**src/rtl/uart_tx_fifo_8n1.sv**
```systemverilog
// RS232 8N1 transmitter with a byte FIFO in front of it. The PicoBlaze output port pushes
// bytes; the FSM drains the FIFO and serialises each byte LSB first on rs232_tx.
module uart_tx_fifo_8n1 #(
    parameter int unsigned CLKS_PER_BIT = 10417,
    parameter int unsigned DEPTH        = 16
) (
    input  logic       clk,
    input  logic       reset,
    input  logic [7:0] tx_data_in,
    input  logic       write_tx_data,
    output logic       tx_buffer_full,
    output logic       tx_buffer_half_full,
    output logic       tx_busy,
    output logic       rs232_tx
);

    localparam int unsigned AW = $clog2(DEPTH);
    localparam int unsigned CW = AW + 1;
    localparam int unsigned BW = (CLKS_PER_BIT > 1) ? $clog2(CLKS_PER_BIT) : 1;

    localparam logic [CW-1:0] CountFull = CW'(DEPTH);
    localparam logic [CW-1:0] CountHalf = CW'(DEPTH / 2);
    localparam logic [BW-1:0] BaudLast  = BW'(CLKS_PER_BIT - 1);

    typedef enum logic [1:0] {StIdle, StStart, StData, StStop} state_e;

    logic [7:0]    mem_q [DEPTH];
    logic [AW-1:0] wr_ptr_q;
    logic [AW-1:0] rd_ptr_q;
    logic [CW-1:0] count_q;

    state_e        state_q;
    logic [BW-1:0] baud_q;
    logic [2:0]    bit_idx_q;
    logic [7:0]    shift_q;
    logic          tx_q;

    logic          push;
    logic          pop;
    logic          baud_done;
    logic          fifo_empty;

    // Push/pop qualification; a write while full is dropped even if a pop frees a slot.
    always_comb begin
        fifo_empty = (count_q == '0);
        baud_done  = (baud_q == BaudLast);
        push       = write_tx_data && !tx_buffer_full;
        pop        = !fifo_empty && ((state_q == StIdle) || ((state_q == StStop) && baud_done));
    end

    assign tx_buffer_full      = (count_q == CountFull);
    assign tx_buffer_half_full = (count_q >= CountHalf);
    assign tx_busy             = (state_q != StIdle);
    assign rs232_tx            = tx_q;

    // FIFO storage; contents need no reset since count gates every read.
    always_ff @(posedge clk) begin
        if (push) begin
            mem_q[wr_ptr_q] <= tx_data_in;
        end
    end

    // FIFO pointers and occupancy count.
    always_ff @(posedge clk) begin
        if (reset) begin
            wr_ptr_q <= '0;
            rd_ptr_q <= '0;
            count_q  <= '0;
        end else begin
            if (push) begin
                wr_ptr_q <= wr_ptr_q + AW'(1);
            end
            if (pop) begin
                rd_ptr_q <= rd_ptr_q + AW'(1);
            end
            case ({push, pop})
                2'b10:   count_q <= count_q + CW'(1);
                2'b01:   count_q <= count_q - CW'(1);
                default: count_q <= count_q;
            endcase
        end
    end

    // Frame FSM with registered line output; next level is loaded on the transition edge.
    always_ff @(posedge clk) begin
        if (reset) begin
            state_q   <= StIdle;
            baud_q    <= '0;
            bit_idx_q <= '0;
            shift_q   <= '0;
            tx_q      <= 1'b1;
        end else begin
            case (state_q)
                StIdle: begin
                    tx_q <= 1'b1;
                    if (pop) begin
                        shift_q <= mem_q[rd_ptr_q];
                        baud_q  <= '0;
                        state_q <= StStart;
                        tx_q    <= 1'b0;
                    end
                end
                StStart: begin
                    if (baud_done) begin
                        baud_q    <= '0;
                        bit_idx_q <= '0;
                        state_q   <= StData;
                        tx_q      <= shift_q[0];
                    end else begin
                        baud_q <= baud_q + BW'(1);
                    end
                end
                StData: begin
                    if (baud_done) begin
                        baud_q  <= '0;
                        shift_q <= {1'b0, shift_q[7:1]};
                        if (bit_idx_q == 3'd7) begin
                            state_q <= StStop;
                            tx_q    <= 1'b1;
                        end else begin
                            bit_idx_q <= bit_idx_q + 3'd1;
                            tx_q      <= shift_q[1];
                        end
                    end else begin
                        baud_q <= baud_q + BW'(1);
                    end
                end
                StStop: begin
                    if (baud_done) begin
                        baud_q <= '0;
                        if (pop) begin
                            // Next byte starts with no idle gap.
                            shift_q <= mem_q[rd_ptr_q];
                            state_q <= StStart;
                            tx_q    <= 1'b0;
                        end else begin
                            state_q <= StIdle;
                            tx_q    <= 1'b1;
                        end
                    end else begin
                        baud_q <= baud_q + BW'(1);
                    end
                end
                default: begin
                    state_q <= StIdle;
                    tx_q    <= 1'b1;
                end
            endcase
        end
    end

endmodule
```
**config.mk**
```make
export PLATFORM = sky130hd
export DESIGN_NAME = uart_tx_fifo_8n1
export DESIGN_NICKNAME = d
export VERILOG_FILES = /design/src/rtl/uart_tx_fifo_8n1.sv
export SDC_FILE = /design/constraint.sdc
export NUM_CORES = 1
export LEC_CHECK = 0
export ABC_CLOCK_PERIOD_IN_PS = 4050
export BUFFER_PORTS_ARGS = -buffer_cell sky130_fd_sc_hd__buf_2
export CORE_MARGIN = 1.5
export CORE_UTILIZATION = 55
export DETAILED_ROUTE_END_ITERATION = 12
export HOLD_SLACK_MARGIN = 0.1
export PLACE_DENSITY = 0.8
export SLEW_MARGIN = 40
export SYNTH_ARGS = -nofsm -noshare
export SYNTH_HDL_FRONTEND = slang
export SYNTH_SLANG_ARGS = --single-unit
```
**constraint.sdc**
```tcl
create_clock -name clk -period 4.05 [get_ports clk]
set_input_delay 0.405 -clock clk [delete_from_list [all_inputs] [get_ports clk]]
set_output_delay 0.405 -clock clk [all_outputs]
set_load 0.1 [all_outputs]
```
==> results.sh <==
export IMPL_drive_gt1_frac=0.176
export IMPL_die_area_sq_um=14300
export IMPL_tns_ps=0
export IMPL_cts_made_buffers=17
export IMPL_yosysTopAreaCellShare=0.515
export IMPL_synth_edf_count=128
export IMPL_firstDrtPassIters=7
export IMPL_cap_violations=0
export IMPL_die_h_microns=120
export IMPL_critPathKind="register to register"
export IMPL_required_ps=4370
export IMPL_die_w_microns=120
export IMPL_fin_cells=710
export IMPL_path_clk_slew_ps=70
export IMPL_dpl_cell_count=678
export IMPL_synthDistinctLibCells=64
export IMPL_place_congestion=0.844
export IMPL_cts_sinks=173
export IMPL_rows=42
export IMPL_core_area_sq_um=13200
export IMPL_cts_resized_gates=0
export IMPL_synth_avg_cell_area_sq_um=14.5
export IMPL_yosys_area_top_type="edfxtp_1"
export IMPL_finalSetupViolations=0
export IMPL_place_ws_ps=802
export IMPL_drtIter0Drc=585
export IMPL_antenna_found_initial=0
export IMPL_vias_per_cell=6.20
export IMPL_pin_count=15
export IMPL_cts_buffer_depth=2
export IMPL_postCtsSetupBuffers=0
export IMPL_syn_cell_area_sq_um=7460
export IMPL_vias=4401
export IMPL_syn_inst=514
export IMPL_ant_nets=0
export IMPL_grt_pass1_wl_microns=23900
export IMPL_portBuffers=14
export IMPL_rsz0062_at_grt="false"
export IMPL_cts_root_buf="clkbuf_16"
export IMPL_clkLatencyLatePin_ps=440
export IMPL_timing_fmax_ghz=0.303
export IMPL_worst_pin_slew_ps=829
export IMPL_cp_end_kind="register"
export IMPL_ir_worst_vdd_mv=0.446
export IMPL_synth_area_leaders="edfxtp_1 (51%), dfxtp_1 (12%), mux4_2 (9.4%)"
export IMPL_drc=0
export IMPL_grt_max_degree=44
export IMPL_antenna_cells=0
export IMPL_power_per_cell_area_nw_per_um2=669
export IMPL_hold_path_class="primary input to register"
export IMPL_ys_async_sr_fraction=0
export IMPL_start_util=0.564
export IMPL_outcome="completed"
export IMPL_worst_slack_ps=752
export IMPL_final_max_slew_violation_count=0
export IMPL_cts_tree="built"
export IMPL_postCtsHoldBufs=0
export IMPL_ys_flop_type="edfxtp_1"
export IMPL_fin_skew_ps=8.44
export IMPL_hold_viol=0
export IMPL_cp_arrival_ps=3620
export IMPL_yosys_register_bits=173
export IMPL_seq_area_frac_synth=0.636
export IMPL_grt_pass1_vias=4469
export IMPL_fin_area_sq_um=8220
export IMPL_synthToLayoutAreaGrowth_pct=10.1
export IMPL_grt_util_all_layers=0.224
export IMPL_min_period_ps=3300
export IMPL_fin_nets=550
export IMPL_cts_htree_levels=4
export IMPL_placed_area_sq_um=7630
export IMPL_grt_overflow_total=0
export IMPL_wire_per_inst_microns=21.1
export IMPL_leakagePower_nw=2.72
export IMPL_worstPathMaxFanout=10
export IMPL_final_util=0.621
export IMPL_synth_nets=543
export IMPL_post_route_period_util=0.814
export IMPL_wl_microns=15000
export IMPL_dpl_hpwl_microns=9630
export IMPL_synth_warnings=0
export IMPL_relSlewSlack=0.445
export IMPL_start_kind="register"
==> report_power, final <==
group / leakage [nW] / switching [W] / total, W / internal (W)
Combinational: 0.915 / 0.00104 / 0.00172 / 0.000680
Sequential: 1.52 / 0.000143 / 0.00218 / 0.00204
Clock: 0.278 / 0.000681 / 0.00159 / 0.000914
Total: 2.72 / 0.00187 / 0.00550 / 0.00363
==> sequential cells by signal, indices dropped and copies added, names as in the netlist, named ones only <==
name and flops:
shift_q 8, wr_ptr_q 4, bit_idx_q 3, state_q 2, mem_q 128, count_q 5
rd_ptr_q 4, baud_q 14, rs232_tx 1
==> layout make-up <==
type                       count  area (sq um)
sequential                   173          4750
clock inverter                12           136
timing repair buffer          22           133
tap                          176           220
inverter                      21          78.8
multi-input combinational    286          2470
clock buffer                  20           437
fill                         930          5020
==> final timing paths <==
check	start	end	slack, ps	cells past startpoint
worst min register to register	shift_q[2]	shift_q[2]	470	2
worst max register to register	baud_q[7]	count_q[4]	750	12
worst max-delay path	baud_q[7]	count_q[4]	750	12
worst min-delay path	tx_data_in[7]	mem_q[2][7]	370	1
==> cell families (layout without fill, tap and decap cells) <==
family                   count (synthesis)  in the layout  synth area share
AND/OR/NAND/NOR                        126            126            0.0887
multiplexers                            44             44             0.111
adder cells (fa/ha/maj)                 18             18            0.0302
buffers and inverters                   55             75            0.0350
flip-flops                             173            173             0.636
AO/OA/AOI/OAI                           91             91            0.0912
XOR/XNOR                                 7              7           0.00821
==> through the flow <==
stage	power (W)	hold slack [ps]
5_1_grt	0.00577	370
3_3_place_gp	0.00384	445
6_report	0.00550	370
4_1_cts	0.00551	361
3_5_place_dp	0.00392	447
2_1_floorplan	0.00359	433
==> metal layers <==
layer	wire [microns]	up-vias	share of wire	track usage
met2	7410	180	0.49	0.359
met5	0	-	0	0
li1	-	2023	-	-
met3	847	35	0.057	0.0480
met1	6270	2163	0.42	0.298
met4	442	0	0.030	0.101
==> layout by cell type, fill, tap and decap left out, drive strengths merged, types with 7 or more instances in the layout <==
| master | instances |
|---|---|
| o21ai | 15 |
| a31oi | 7 |
| a21oi | 20 |
| a211oi | 8 |
| mux2i | 12 |
| mux4 | 31 |
| inv | 24 |
| nand2 | 24 |
| ha | 18 |
| buf | 22 |
| a311oi | 8 |
| dfxtp | 45 |
| nor3 | 19 |
| a222oi | 7 |
| edfxtp | 128 |
| clkbuf | 20 |
| nor2 | 36 |
==> critical path, stage by stage, from the launching register on <==
cell and delay (ps):
dfxtp_1 530, and4bb_1 270, and4_1 270, a21oi_4 100, nor2_1 240, ha_1 420, xor2_1 130, ha_1 240
a211o_1 280, nand2_1 80, nand3b_1 100, a31oi_1 180, mux2_2 350
==> Yosys cell counts (12+ instances only) <==
cell / instances
nor2_1: 34
a21oi_1: 19
edfxtp_1: 128
mux4_2: 31
nand2_1: 24
ha_1: 18
clkbuf_1: 18
mux2i_1: 12
dfxtp_1: 45
nor3_1: 18
inv_1: 21
o21ai_0: 15
(Power assumes the default switching activity.)
